**config.mk**
```make
export PLATFORM = sky130hd
export DESIGN_NAME = multicycle_control_fsm
export DESIGN_NICKNAME = d
export VERILOG_FILES = /design/src/rtl/multicycle_control_fsm.sv
export SDC_FILE = /design/constraint.sdc
export NUM_CORES = 1
export LEC_CHECK = 0
export CAP_MARGIN = 15
export CORE_MARGIN = 4
export CORE_UTILIZATION = 44
export CTS_CLUSTER_DIAMETER = 150
export CTS_CLUSTER_SIZE = 14
export DETAILED_ROUTE_END_ITERATION = 10
export PLACE_DENSITY = 0.75
export SLEW_MARGIN = 30
export SYNTH_ARGS = -nofsm -noshare
export SYNTH_HDL_FRONTEND = slang
export SYNTH_SLANG_ARGS = --single-unit
```
**constraint.sdc**
```tcl
create_clock -name clk_i -period 1.9 [get_ports clk_i]
set_input_delay 0.38 -clock clk_i [delete_from_list [all_inputs] [get_ports clk_i]]
set_output_delay 0.38 -clock clk_i [all_outputs]
set_load 0.005 [all_outputs]
```
**src/rtl/multicycle_control_fsm.sv**
```systemverilog
// ---------------------------------------------------------------------------
// multicycle_control_fsm
//
// Multi-cycle sequencer for an RV32I datapath. Each instruction steps through
// FETCH -> DECODE -> EXECUTE -> (MEMORY) -> (WRITEBACK). One phase of datapath
// enables is driven per cycle. The sequencer counts retired instructions and
// raises a sticky fault on an illegal opcode or a memory timeout.
//
// Handshake: a request output (imem_req_o / dmem_req_o) is held high for the
// whole access. The access completes in the cycle where the request is high
// and mem_ready_i is high. mem_ready_i is ignored in any cycle with no request.
// Once raised, a request stays high until that completion or a timeout.
//
// Parameters
//   TIMEOUT  max consecutive cycles with a request high and mem_ready_i low
//   CNT_W    width of the retired-instruction counter
//
// Ports
//   clk_i          rising-edge clock
//   rst_ni         asynchronous active-low reset
//   opcode_i       instruction[6:0] from the instruction register
//   zero_i         ALU zero flag (branch taken when high)
//   mem_ready_i    addressed memory completes the current request
//   imem_req_o     instruction fetch request
//   dmem_req_o     data memory request
//   ir_write_o     latch the fetched instruction
//   pc_write_o     load the PC
//   pc_src_o       0 = PC+4, 1 = branch target
//   reg_write_o    register file write enable
//   mem_read_o     data memory read
//   mem_write_o    data memory write
//   alu_src_o      0 = rs2, 1 = immediate
//   alu_op_o       00 add (ld/st), 01 branch compare, 10 funct-decoded
//   mem_to_reg_o   1 = write back from memory
//   fault_o        sticky error flag
//   retired_o      retired-instruction count (wraps)
//   state_o        current state (debug)
// ---------------------------------------------------------------------------
module multicycle_control_fsm #(
  parameter int TIMEOUT = 16,
  parameter int CNT_W   = 32
) (
  input  logic             clk_i,
  input  logic             rst_ni,
  input  logic [6:0]       opcode_i,
  input  logic             zero_i,
  input  logic             mem_ready_i,
  output logic             imem_req_o,
  output logic             dmem_req_o,
  output logic             ir_write_o,
  output logic             pc_write_o,
  output logic             pc_src_o,
  output logic             reg_write_o,
  output logic             mem_read_o,
  output logic             mem_write_o,
  output logic             alu_src_o,
  output logic [1:0]       alu_op_o,
  output logic             mem_to_reg_o,
  output logic             fault_o,
  output logic [CNT_W-1:0] retired_o,
  output logic [2:0]       state_o
);

  typedef enum logic [2:0] {
    S_FETCH     = 3'd0,
    S_DECODE    = 3'd1,
    S_EXECUTE   = 3'd2,
    S_MEMORY    = 3'd3,
    S_WRITEBACK = 3'd4,
    S_HALT      = 3'd5
  } state_e;

  localparam logic [6:0] OP_R      = 7'b0110011;
  localparam logic [6:0] OP_I      = 7'b0010011;
  localparam logic [6:0] OP_LOAD   = 7'b0000011;
  localparam logic [6:0] OP_STORE  = 7'b0100011;
  localparam logic [6:0] OP_BRANCH = 7'b1100011;

  localparam int WAIT_W = (TIMEOUT > 2) ? $clog2(TIMEOUT) : 1;
  localparam logic [WAIT_W-1:0] WAIT_MAX = WAIT_W'(TIMEOUT - 1);

  state_e             state_q, state_d;
  logic [6:0]         op_q, op_d;
  logic               fault_q, fault_d;
  logic [CNT_W-1:0]   retired_q, retired_d;
  logic [WAIT_W-1:0]  wait_q, wait_d;

  // Raw (ungated) control outputs from the next-state logic
  logic       imem_req_c, dmem_req_c, ir_write_c, pc_write_c, pc_src_c;
  logic       reg_write_c, mem_read_c, mem_write_c, alu_src_c, mem_to_reg_c;
  logic [1:0] alu_op_c;

  always_ff @(posedge clk_i or negedge rst_ni) begin
    if (!rst_ni) begin
      state_q   <= S_FETCH;
      op_q      <= 7'd0;
      fault_q   <= 1'b0;
      retired_q <= '0;
      wait_q    <= '0;
    end else begin
      state_q   <= state_d;
      op_q      <= op_d;
      fault_q   <= fault_d;
      retired_q <= retired_d;
      wait_q    <= wait_d;
    end
  end

  always_comb begin
    state_d      = state_q;
    op_d         = op_q;
    fault_d      = fault_q;
    retired_d    = retired_q;
    wait_d       = '0;
    imem_req_c   = 1'b0;
    dmem_req_c   = 1'b0;
    ir_write_c   = 1'b0;
    pc_write_c   = 1'b0;
    pc_src_c     = 1'b0;
    reg_write_c  = 1'b0;
    mem_read_c   = 1'b0;
    mem_write_c  = 1'b0;
    alu_src_c    = 1'b0;
    alu_op_c     = 2'b00;
    mem_to_reg_c = 1'b0;

    unique case (state_q)
      S_FETCH: begin
        imem_req_c = 1'b1;
        if (mem_ready_i) begin
          ir_write_c = 1'b1;
          pc_write_c = 1'b1;
          state_d    = S_DECODE;
        end else if (wait_q == WAIT_MAX) begin
          state_d = S_HALT;
          fault_d = 1'b1;
        end else begin
          wait_d = wait_q + WAIT_W'(1);
        end
      end

      S_DECODE: begin
        // Legality is judged on the live opcode; everything later uses op_q.
        op_d = opcode_i;
        if (opcode_i == OP_R || opcode_i == OP_I || opcode_i == OP_LOAD ||
            opcode_i == OP_STORE || opcode_i == OP_BRANCH) begin
          state_d = S_EXECUTE;
        end else begin
          state_d = S_HALT;
          fault_d = 1'b1;
        end
      end

      S_EXECUTE: begin
        if (op_q == OP_R) begin
          alu_op_c = 2'b10;
          state_d  = S_WRITEBACK;
        end else if (op_q == OP_I) begin
          alu_src_c = 1'b1;
          alu_op_c  = 2'b10;
          state_d   = S_WRITEBACK;
        end else if (op_q == OP_LOAD || op_q == OP_STORE) begin
          alu_src_c = 1'b1;
          alu_op_c  = 2'b00;
          state_d   = S_MEMORY;
        end else if (op_q == OP_BRANCH) begin
          alu_op_c   = 2'b01;
          pc_write_c = zero_i;
          pc_src_c   = 1'b1;
          retired_d  = retired_q + CNT_W'(1);
          state_d    = S_FETCH;
        end else begin
          // op_q was checked in DECODE; only a corrupted register lands here.
          state_d = S_HALT;
          fault_d = 1'b1;
        end
      end

      S_MEMORY: begin
        dmem_req_c  = 1'b1;
        alu_src_c   = 1'b1;
        alu_op_c    = 2'b00;
        mem_read_c  = (op_q == OP_LOAD);
        mem_write_c = (op_q == OP_STORE);
        if (mem_ready_i) begin
          if (op_q == OP_STORE) begin
            retired_d = retired_q + CNT_W'(1);
            state_d   = S_FETCH;
          end else begin
            state_d = S_WRITEBACK;
          end
        end else if (wait_q == WAIT_MAX) begin
          state_d = S_HALT;
          fault_d = 1'b1;
        end else begin
          wait_d = wait_q + WAIT_W'(1);
        end
      end

      S_WRITEBACK: begin
        reg_write_c  = 1'b1;
        mem_to_reg_c = (op_q == OP_LOAD);
        retired_d    = retired_q + CNT_W'(1);
        state_d      = S_FETCH;
      end

      S_HALT: begin
        fault_d = 1'b1;
      end

      default: begin
        state_d = S_HALT;
        fault_d = 1'b1;
      end
    endcase
  end

  // Reset forces every enable low at once, including the FETCH request that
  // the reset state would otherwise drive while reset is still asserted.
  assign imem_req_o   = imem_req_c   & rst_ni;
  assign dmem_req_o   = dmem_req_c   & rst_ni;
  assign ir_write_o   = ir_write_c   & rst_ni;
  assign pc_write_o   = pc_write_c   & rst_ni;
  assign pc_src_o     = pc_src_c     & rst_ni;
  assign reg_write_o  = reg_write_c  & rst_ni;
  assign mem_read_o   = mem_read_c   & rst_ni;
  assign mem_write_o  = mem_write_c  & rst_ni;
  assign alu_src_o    = alu_src_c    & rst_ni;
  assign alu_op_o     = alu_op_c     & {2{rst_ni}};
  assign mem_to_reg_o = mem_to_reg_c & rst_ni;
  assign fault_o      = fault_q;
  assign retired_o    = retired_q;
  assign state_o      = state_q;

endmodule
```
After elaboration in Yosys (flattened, before gate mapping)
Index checks and enable logic that the tools add are counted.
- bitwise logic cells: 12
- order comparisons: 0
- muxes and demuxes: 55
- divide/modulo/power cells: 0
- eq/ne operators: 26
- add/subtract/negate cells: 2
- reduce and logical (&&, ||, !) cells: 10
- shift operators: 0
- multipliers: 0
- operators with widths (cell ; count):
    2-to-1 mux 32 bit ; 6
    case mux 32 bit (3 select lines) ; 1
    adder 32 x 1 -> 32 bit (second input constant) ; 1
    2-to-1 mux 1 bit ; 29
    == test 7 x 6 -> 1 bit (second input constant) ; 4
    2-to-1 mux 3 bit ; 9
    != test 2 bit (second input constant) ; 9
    case mux 3 bit (6 select lines) ; 1
    == test 7 x 2 -> 1 bit (second input constant) ; 2
    == test 7 x 5 -> 1 bit (second input constant) ; 2
    == test 7 bit (second input constant) ; 2
    2-to-1 mux 4 bit ; 3
    AND 1 bit ; 10
    AND reduction 8 bit ; 1
    AND reduction 7 bit ; 1
    == test 3 x 2 -> 1 bit (second input constant) ; 2
    == test 3 bit (second input constant) ; 2
    2-to-1 mux 2 bit ; 3
    logical OR 1 bit ; 5
    adder 4 x 1 -> 4 bit (second input constant) ; 1
    == test 4 bit (second input constant) ; 1
    case mux 1 bit (2 select lines) ; 2
    case mux 1 bit (4 select lines) ; 1
    == test 3 x 1 -> 1 bit (second input constant) ; 1
    other kinds (6) ; 6
- memory bits (read-only): 0
- logic and storage cells: 110
- output and inout bits: 48
- bits in writable memories: 0
- memories kept: 0
- latch bits: 0
- bits in registers: 47

Logic depth before layout (Yosys ltp)
Gate-level depths: netlist of the first run.
- word-level depth: 7
- mapped depth: 7

Worst setup path before layout of the first run
No wires, ideal clock.
- kind: reg2reg
- start point: reg retired_q[2], in the netlist retired_o[2]
- end point: reg retired_q[27], in the netlist retired_o[27]
- data required time: 1.777 ns
- path buffers: 1
- clock period less this slack: 1.860 ns
- setup slack: 0.040 ns
- arrival time: 1.737 ns
- cell stages (with the launch flop): 7
- cells stage by stage: dfrtp_1 and3_1 buf_4 or4b_4 nor4_4 nand4_1 xnor2_1
- longest elaborated chain between the ends: 6
- elaborated cells between the ends (all ways): 8
- those cells by class: add/sub (1); mux (7)
- RTL lines (item ; line ; source):
    start: declaration ; 85 ; logic [CNT_W-1:0] retired_q, retired_d;
    start signal: assignment ; 104 ; retired_q <= retired_d;
    adder 32 x 1 -> 32 bit * ; 170, 187, 203 ;
    2-to-1 mux 32 bit ; 166 ; end else if (op_q == OP_BRANCH) begin
    2-to-1 mux 32 bit ; 162 ; end else if (op_q == OP_LOAD || op_q == OP_STORE) begin
    2-to-1 mux 32 bit ; 158 ; end else if (op_q == OP_I) begin
    2-to-1 mux 32 bit ; 155 ; if (op_q == OP_R) begin
    case mux 32 bit (3 select lines) * ; 127 ; unique case (state_q)
Mark *: on every way between the ends. The rest lies on a longest branch, timed or not. The select of a mux whose other input is x is not followed.
A chain may end at the register's enable or synchronous reset.

Final worst setup path of the first run
- start point: reg state_q[0], in the netlist state_o[0]
- end point: out alu_src_o
- longest elaborated chain between the ends: 3
- elaborated cells between the ends (all ways): 4
- those cells by class: eq/ne (2); mux (1); bitwise (1)
- RTL lines (item ; line ; source):
    start: declaration ; 82 ; state_e state_q, state_d;
    start signal: assignment ; 101 ; state_q <= state_d;
    == test 3 x 2 -> 1 bit ; 127 ;
    case mux 1 bit (2 select lines) * ; 127 ;
    AND 1 bit * ; 228 ; assign alu_src_o = alu_src_c & rst_ni;
    end: declaration ; 56 ; output logic alu_src_o,
Mark *: on every way between the ends. The rest lies on a longest branch, timed or not.

==> flow_metrics.tcl, run 1 <==
set metrics [dict create \
    status "complete, but fails checks" \
    failed_checks "setup timing" \
    port_buffers 58 \
    ys_ff_latch 47 \
    ant_nets 0 \
    max_slew.worst_pin.slew_ns 0.522 \
    grt_pass1_vias 2241 \
    drt_wl_total_mm 7.40 \
    clk_path_buf_depth 2 \
    comb_power_share_pct 3.2 \
    die-area_um2 6720 \
    slew_violations 0 \
    p_seq_share_pct 57.8 \
    track_usage_pct 21.4 \
    max_stage_delay_ns 0.44 \
    crit_buf_inv 2 \
    worstSetupPathType "reg2out" \
    drt-initial-drc-count 90 \
    drcViolationCount 0 \
    netlist_top_cells_count "47 x dfrtp_1, 31 x xnor2_1, 19 x nand2_1" \
    h-tree-depth 2 \
    worst_slack_ns -0.237 \
    swShare_pct 21.6 \
    setup_viol_count_final 37 \
    seq_area_frac_synth_pct 48.9 \
    num_vias 2251 \
    crit_family "flip-flops" \
    dpl_worst_slack_ns -0.320 \
    rows 26 \
    antenna_found_initial 0 \
    internal-power_mw 1.36 \
    insertion_delay_ns 0.31 \
    min_period_over_period_pct 112 \
    cts.sinks 47 \
    fin_crit_ns 2.14 \
    placed_area_um2 3360 \
    p_sw_mw 0.373 \
    wl_per_cell_um 17.2 \
    synth_area_um2 2410 \
    fp.dieW_um 82.0 \
    relSlewSlack_pct 65.2 \
    core_area_um2 5200 \
    hold_violations 0 \
    cts_made_buffers 5 \
    cts_tree "done" \
    setup.worst_path.start_class "register" \
    drtPass1Iterations 4 \
    ioPinCount 59 \
    dp_cells 397 \
    skew_ns 0.0109 \
    ys.flop_type "dfrtp_1" \
    cts_hold_buf 0 \
    final_layout_size_suffix_gt1_share_pct 40.1 \
    synthDominantCellAreaShare_pct 48.9 \
    crit_path_max_fanout 3 \
    fillerInstances 341 \
    yosysTopAreaCell "dfrtp_1" \
    final_cell_count_no_fill 429 \
    fin_nets 371 \
    yosysWarnings 0 \
    maxCapViolCount 0 \
    yosysMostFrequentCell "dfrtp_1" \
    power.total_mw 1.73 \
    async_reset_ff_share_pct 100 \
    grt_max_degree 26 \
    clk_pin_slew_worst_paths_ns 0.08 \
    endpoint_kind "output pin" \
    gp_congestion 0.883 \
    avgSynthCellArea_um2 10.3 \
    synth.distinct_cells 39 \
    irDropWorstVdd_uv 330 \
    timing.hold.ws_ns 0.228 \
    antenna_cells 0 \
    p_leak_nw 1.78 \
    die_h_um 82.0 \
    vias_per_cell 5.25 \
    overflow 0 \
    rsz0062_at_grt "yes" \
    start_util_pct 46.2 \
    fmax_mhz 468 \
    p_per_area_nw_per_um2 436 \
    area_growth_pct 64.7 \
    holdCritPathClass "in2async" \
    fin_area_um2 3960 \
    syn_nets 246 \
    pwr-share-clk_pct 39.0 \
    synth_area_leaders "dfrtp_1 49%, xnor2_1 11%, mux2_2 4.7%, nand4_1 3.9%, nand3_1 3.7%" \
    dp_hpwl_mm 4.42 \
    grt_pass1_wl_mm 10.9 \
    arrival_ns 1.76 \
    crit_chain "nor3b_4 -> nand2_4 -> buf_6 -> a211oi_2 -> o21a_1 -> buf_2" \
    synth_edf_count 0 \
    syn_inst 233 \
    cts-root-buf "clkbuf_8" \
    worstPathRequired_ns 1.52 \
    cp_slowest_cell "dfrtp_1" \
]
[placed cells by master, fill, tap and decap left out, types with 2 or more instances in the layout]
cell type	Yosys	final
a2111oi_0	2	2
a21oi_1	3	3
and2_1	7	6
and3_1	9	9
buf_2	3	8
buf_4	2	53
buf_6	0	17
clkbuf_8	0	7
clkdlybuf4s50_1	0	44
dfrtp_1	47	46
ha_1	2	2
inv_1	3	3
mux2_2	10	9
nand2_1	19	12
nand2_2	0	5
nand2_4	0	2
nand2b_1	3	2
nand3_1	18	7
nand3_2	0	7
nand3_4	0	4
nand4_1	15	15
nor2_1	15	11
nor2_4	0	3
nor2b_1	5	4
nor3_1	8	5
nor3_2	1	2
nor3_4	0	2
nor4_2	0	2
o21a_1	2	2
o21ai_0	4	3
o31ai_1	2	2
xnor2_1	31	26
xnor2_2	0	5
xor2_1	2	2
[area by class of cell]
type                            count  area, um2  share of cell area [%]
Clock inverter                      1       7.51                   0.189
Inverter                            3       11.3                   0.284
Multi-Input combinational cell    174       1450                    36.7
Clock buffer                        7       96.3                    2.43
Timing Repair Buffer              127       1130                    28.5
Sequential cell                    47       1180                    29.7
Tap cell                           70       87.6                    2.21
[per-layer routing]
metal,GRT usage [%],wire length (um)
met5,0,0
met4,7.64,194
met3,3.51,247
met2,36.3,3870
met1,27.6,3090
[worst reg2reg max path, cell delays in order, from the launching register on]
cell,delay (ns)
dfrtp_1,0.41
buf_6,0.14
buf_6,0.11
mux2_2,0.26
o31a_1,0.15
nor4b_4,0.38
buf_6,0.19
nand4_1,0.13
xnor2_1,0.23
[power by group through the flow]
stage / sequential (mW) / combinational, mW / clock, mW
floorplan: 1.02 / 0.00298 / 0
detailed placement: 1.02 / 0.0541 / 0
finish: 0.999 / 0.0544 / 0.674
CTS: 0.999 / 0.0543 / 0.682
global placement: 1.02 / 0.0535 / 0
global route: 0.999 / 0.0607 / 0.730
[metrics by stage]
stage | utilization [%] | setup TNS (ns)
global placement | 64.6 | -5.96
finish | 76.1 | -2.65
global route | 76.1 | -5.55
detailed placement | 64.6 | -6.69
CTS | 71.3 | -1.10
floorplan | - | 0
[sequential cells by signal (all words and copies together), names as in the netlist]
name,count
state_o,3
wait_q,4
op_q,7
fault_o,1
retired_o,32
[path summary, 6_finish.rpt]
check / slack [ns] / endpoint / cells after the start / start
max: -0.24 / alu_src_o / 6 / state_o[0]
min: 0.23 / state_o[2] / 2 / rst_ni
max reg2reg: -0.18 / retired_o[16] / 8 / state_o[1]
min reg2reg: 0.48 / wait_q[0] / 1 / wait_q[0]
max in group asynchronous: 1.39 / op_q[6] / 2 / rst_ni
min in group clk_i: 0.48 / wait_q[0] / 1 / wait_q[0]
[cell families (layout without fill, tap and decap cells)]
group / after synthesis / count (layout) / share of synthesized area (%)
AND/OR/NAND/NOR: 108 / 108 / 25.0
flip-flops: 47 / 47 / 48.9
XOR/XNOR: 33 / 33 / 12.0
AO/OA/AOI/OAI: 21 / 21 / 6.08
buffers and inverters: 12 / 138 / 2.34
multiplexers: 10 / 10 / 4.68
adder cells (fa/ha/maj): 2 / 2 / 1.04
[timing repair]
item,CTS,global route
gates cloned,3,0
gates resized for setup,80,43
setup endpoints to repair,32,42
buffers inserted,15,7
pin swaps,21,24
endpoints found under the hold margin,0,0
No activity file was read; power rests on OpenSTA's default activity.
==> run 2, diff against run 1 <==
--- a/config.mk
+++ b/config.mk
@@ -11,6 +11,7 @@
 export CTS_CLUSTER_DIAMETER = 150
 export CTS_CLUSTER_SIZE = 14
 export DETAILED_ROUTE_END_ITERATION = 10
+export GPL_TIMING_DRIVEN = 0
 export PLACE_DENSITY = 0.75
 export SLEW_MARGIN = 30
 export SYNTH_ARGS = -nofsm -noshare
==> run 2 against run 1 <==
  * The run still ends with setup timing left
  * Critical endpoint unchanged
  * Sequential cell count stayed put
  * Setup slack better by 0.049 ns
  * Clock skew down 0.0060 ns
  * Die area unchanged
  * Sequential share of layout area is 1.3 points higher
  * Register-to-register slack better by 0.08 ns
  * Highest routed layer unchanged
  * Largest power group unchanged
  * Clock power down 13%
  * Sequential power about the same
  * Wire length fell by 8.6%
  * Fmax up 2.4%
  * First-iteration DRC count up 5.6%
==> flow_metrics.tcl, run 2 (same netlist as run 1, synthesis figures left out) <==
set metrics [dict create \
    track_usage_pct 20.4 \
    arrival_ns 1.71 \
    h-tree-depth 2 \
    drt_wl_total_mm 6.76 \
    failed_checks "setup timing" \
    setup.worst_path.start_class "register" \
    rows 26 \
    dp_cells 361 \
    ioPinCount 59 \
    fin_crit_ns 2.09 \
    relSlewSlack_pct 51.2 \
    gp_congestion 0.862 \
    core_area_um2 5200 \
    vias_per_cell 5.31 \
    maxCapViolCount 0 \
    clk_path_buf_depth 2 \
    rsz0062_at_grt "yes" \
    min_period_over_period_pct 110 \
    wl_per_cell_um 16.3 \
    fp.dieW_um 82.0 \
    fmax_mhz 479 \
    cts-root-buf "clkbuf_8" \
    p_per_area_nw_per_um2 431 \
    p_leak_nw 1.70 \
    cts.sinks 47 \
    clk_pin_slew_worst_paths_ns 0.08 \
    setup_viol_count_final 26 \
    cts_made_buffers 5 \
    status "complete, but fails checks" \
    grt_max_degree 54 \
    hold_violations 0 \
    area_growth_pct 58.0 \
    drt-initial-drc-count 95 \
    drtPass1Iterations 4 \
    grt_pass1_wl_mm 10.5 \
    regArea_um2 1180 \
    fin_nets 358 \
    ant_nets 0 \
    antenna_cells 0 \
    insertion_delay_ns 0.30 \
    layout_common_cells "45 x buf_4, 45 x dfrtp_1, 43 x clkdlybuf4s50_1, 27 x xnor2_1" \
    num_vias 2207 \
    die_h_um 82.0 \
    fillerInstances 358 \
    irDropWorstVdd_uv 468 \
    antenna_found_initial 0 \
    slew_violations 0 \
    worstSetupPathType "reg2out" \
    crit_path_max_fanout 4 \
    max_slew.worst_pin.slew_ns 0.725 \
    largest_reg_flops 32 \
    port_buffers 58 \
    endpoint_kind "output pin" \
    overflow 0 \
    final_cell_count_no_fill 416 \
    drcViolationCount 0 \
    grt_pass1_vias 2136 \
    worstPathRequired_ns 1.52 \
    final_layout_size_suffix_gt1_share_pct 36.7 \
    holdCritPathClass "in2async" \
    cts_tree "done" \
    multi_input_area_um2 1420 \
    die-area_um2 6720 \
    dp_hpwl_mm 3.92 \
    worst_slack_ns -0.188 \
    utilization_pct 73.1 \
    skew_ns 0.00490 \
    start_util_pct 46.2 \
]
run 2: changes by cell type in the layout (fill, tap and decap cells not counted), sizes merged:
cell           before  now
buf                79   63
dlygate4sd2         0    4
clkdlybuf4s15       2    1
clkdlybuf4s50      44   43
clkinv              0    1
run 2: final cells by class:
class / instances / share of cell area, %
Inverter: 3 / 0.296
Buffer: 7 / 2.14
Tap cell: 70 / 2.30
Multi-Input combinational cell: 174 / 37.4
Sequential cell: 47 / 31.0
Clock inverter: 2 / 0.329
Clock buffer: 6 / 1.91
Timing Repair Buffer: 107 / 24.6
run 2: critical path: stages, from the launching register on:
cell      delay (ns)
dfrtp_1         0.41
buf_8           0.14
nor3b_4         0.22
nand2_2         0.11
buf_6           0.14
a211oi_2        0.16
o21a_1          0.13
buf_2           0.11
run 2: per-stage QoR:
stage	power, mW	setup WS, ns	setup TNS (ns)	hold slack, ns	area [um2]
after floorplan	1.02	0.0401	0	0.0844	2410
after global placement	1.07	-2.15	-86.17	0.459	3070
after detailed placement	1.07	-0.670	-21.01	0.448	3070
after CTS	1.65	-0.233	-0.894	0.0260	3560
after global routing	1.70	-0.249	-4.22	0.0401	3800
final	1.64	-0.188	-1.38	0.00250	3800
run 2: metal layers:
| layer | vias up | GRT usage [%] | wire length [um] |
|---|---|---|---|
| li1 | 1061 | - | - |
| met1 | 1073 | 26.5 | 2850 |
| met2 | 65 | 34.1 | 3510 |
| met3 | 8 | 3.84 | 290 |
| met4 | 0 | 6.98 | 106 |
| met5 | - | 0 | 0 |
run 2: worst paths after layout:
path | cells past startpoint | endpoint | slack (ns) | start
min | 1 | op_q[4] | 0.002 | rst_ni
max reg2reg | 6 | retired_o[25] | -0.10 | retired_o[3]
min reg2reg | 1 | wait_q[0] | 0.48 | wait_q[0]
max | 7 | alu_src_o | -0.19 | state_o[0]
min in group clk_i | 1 | wait_q[0] | 0.48 | wait_q[0]
max in group asynchronous | 1 | retired_o[9] | 1.53 | rst_ni
run 2: what timing repair did:
item | CTS | global route
cloned | 1 | 2
buffers inserted | 33 | 14
pin swaps | 21 | 21
hold buffers | 0 | 0
hold endpoints to repair | 0 | 0
resized for setup | 78 | 44
endpoints found under the setup margin | 45 | 40
run 2: where the power goes:
group / switching (mW) / internal, mW / leakage (nW) / total (mW)
clock: 0.331 / 0.257 / 0.0412 / 0.588
sequential: 0 / 0.999 / 0.633 / 0.999
combinational: 0.0295 / 0.0203 / 1.03 / 0.0497
total: 0.360 / 1.28 / 1.70 / 1.64
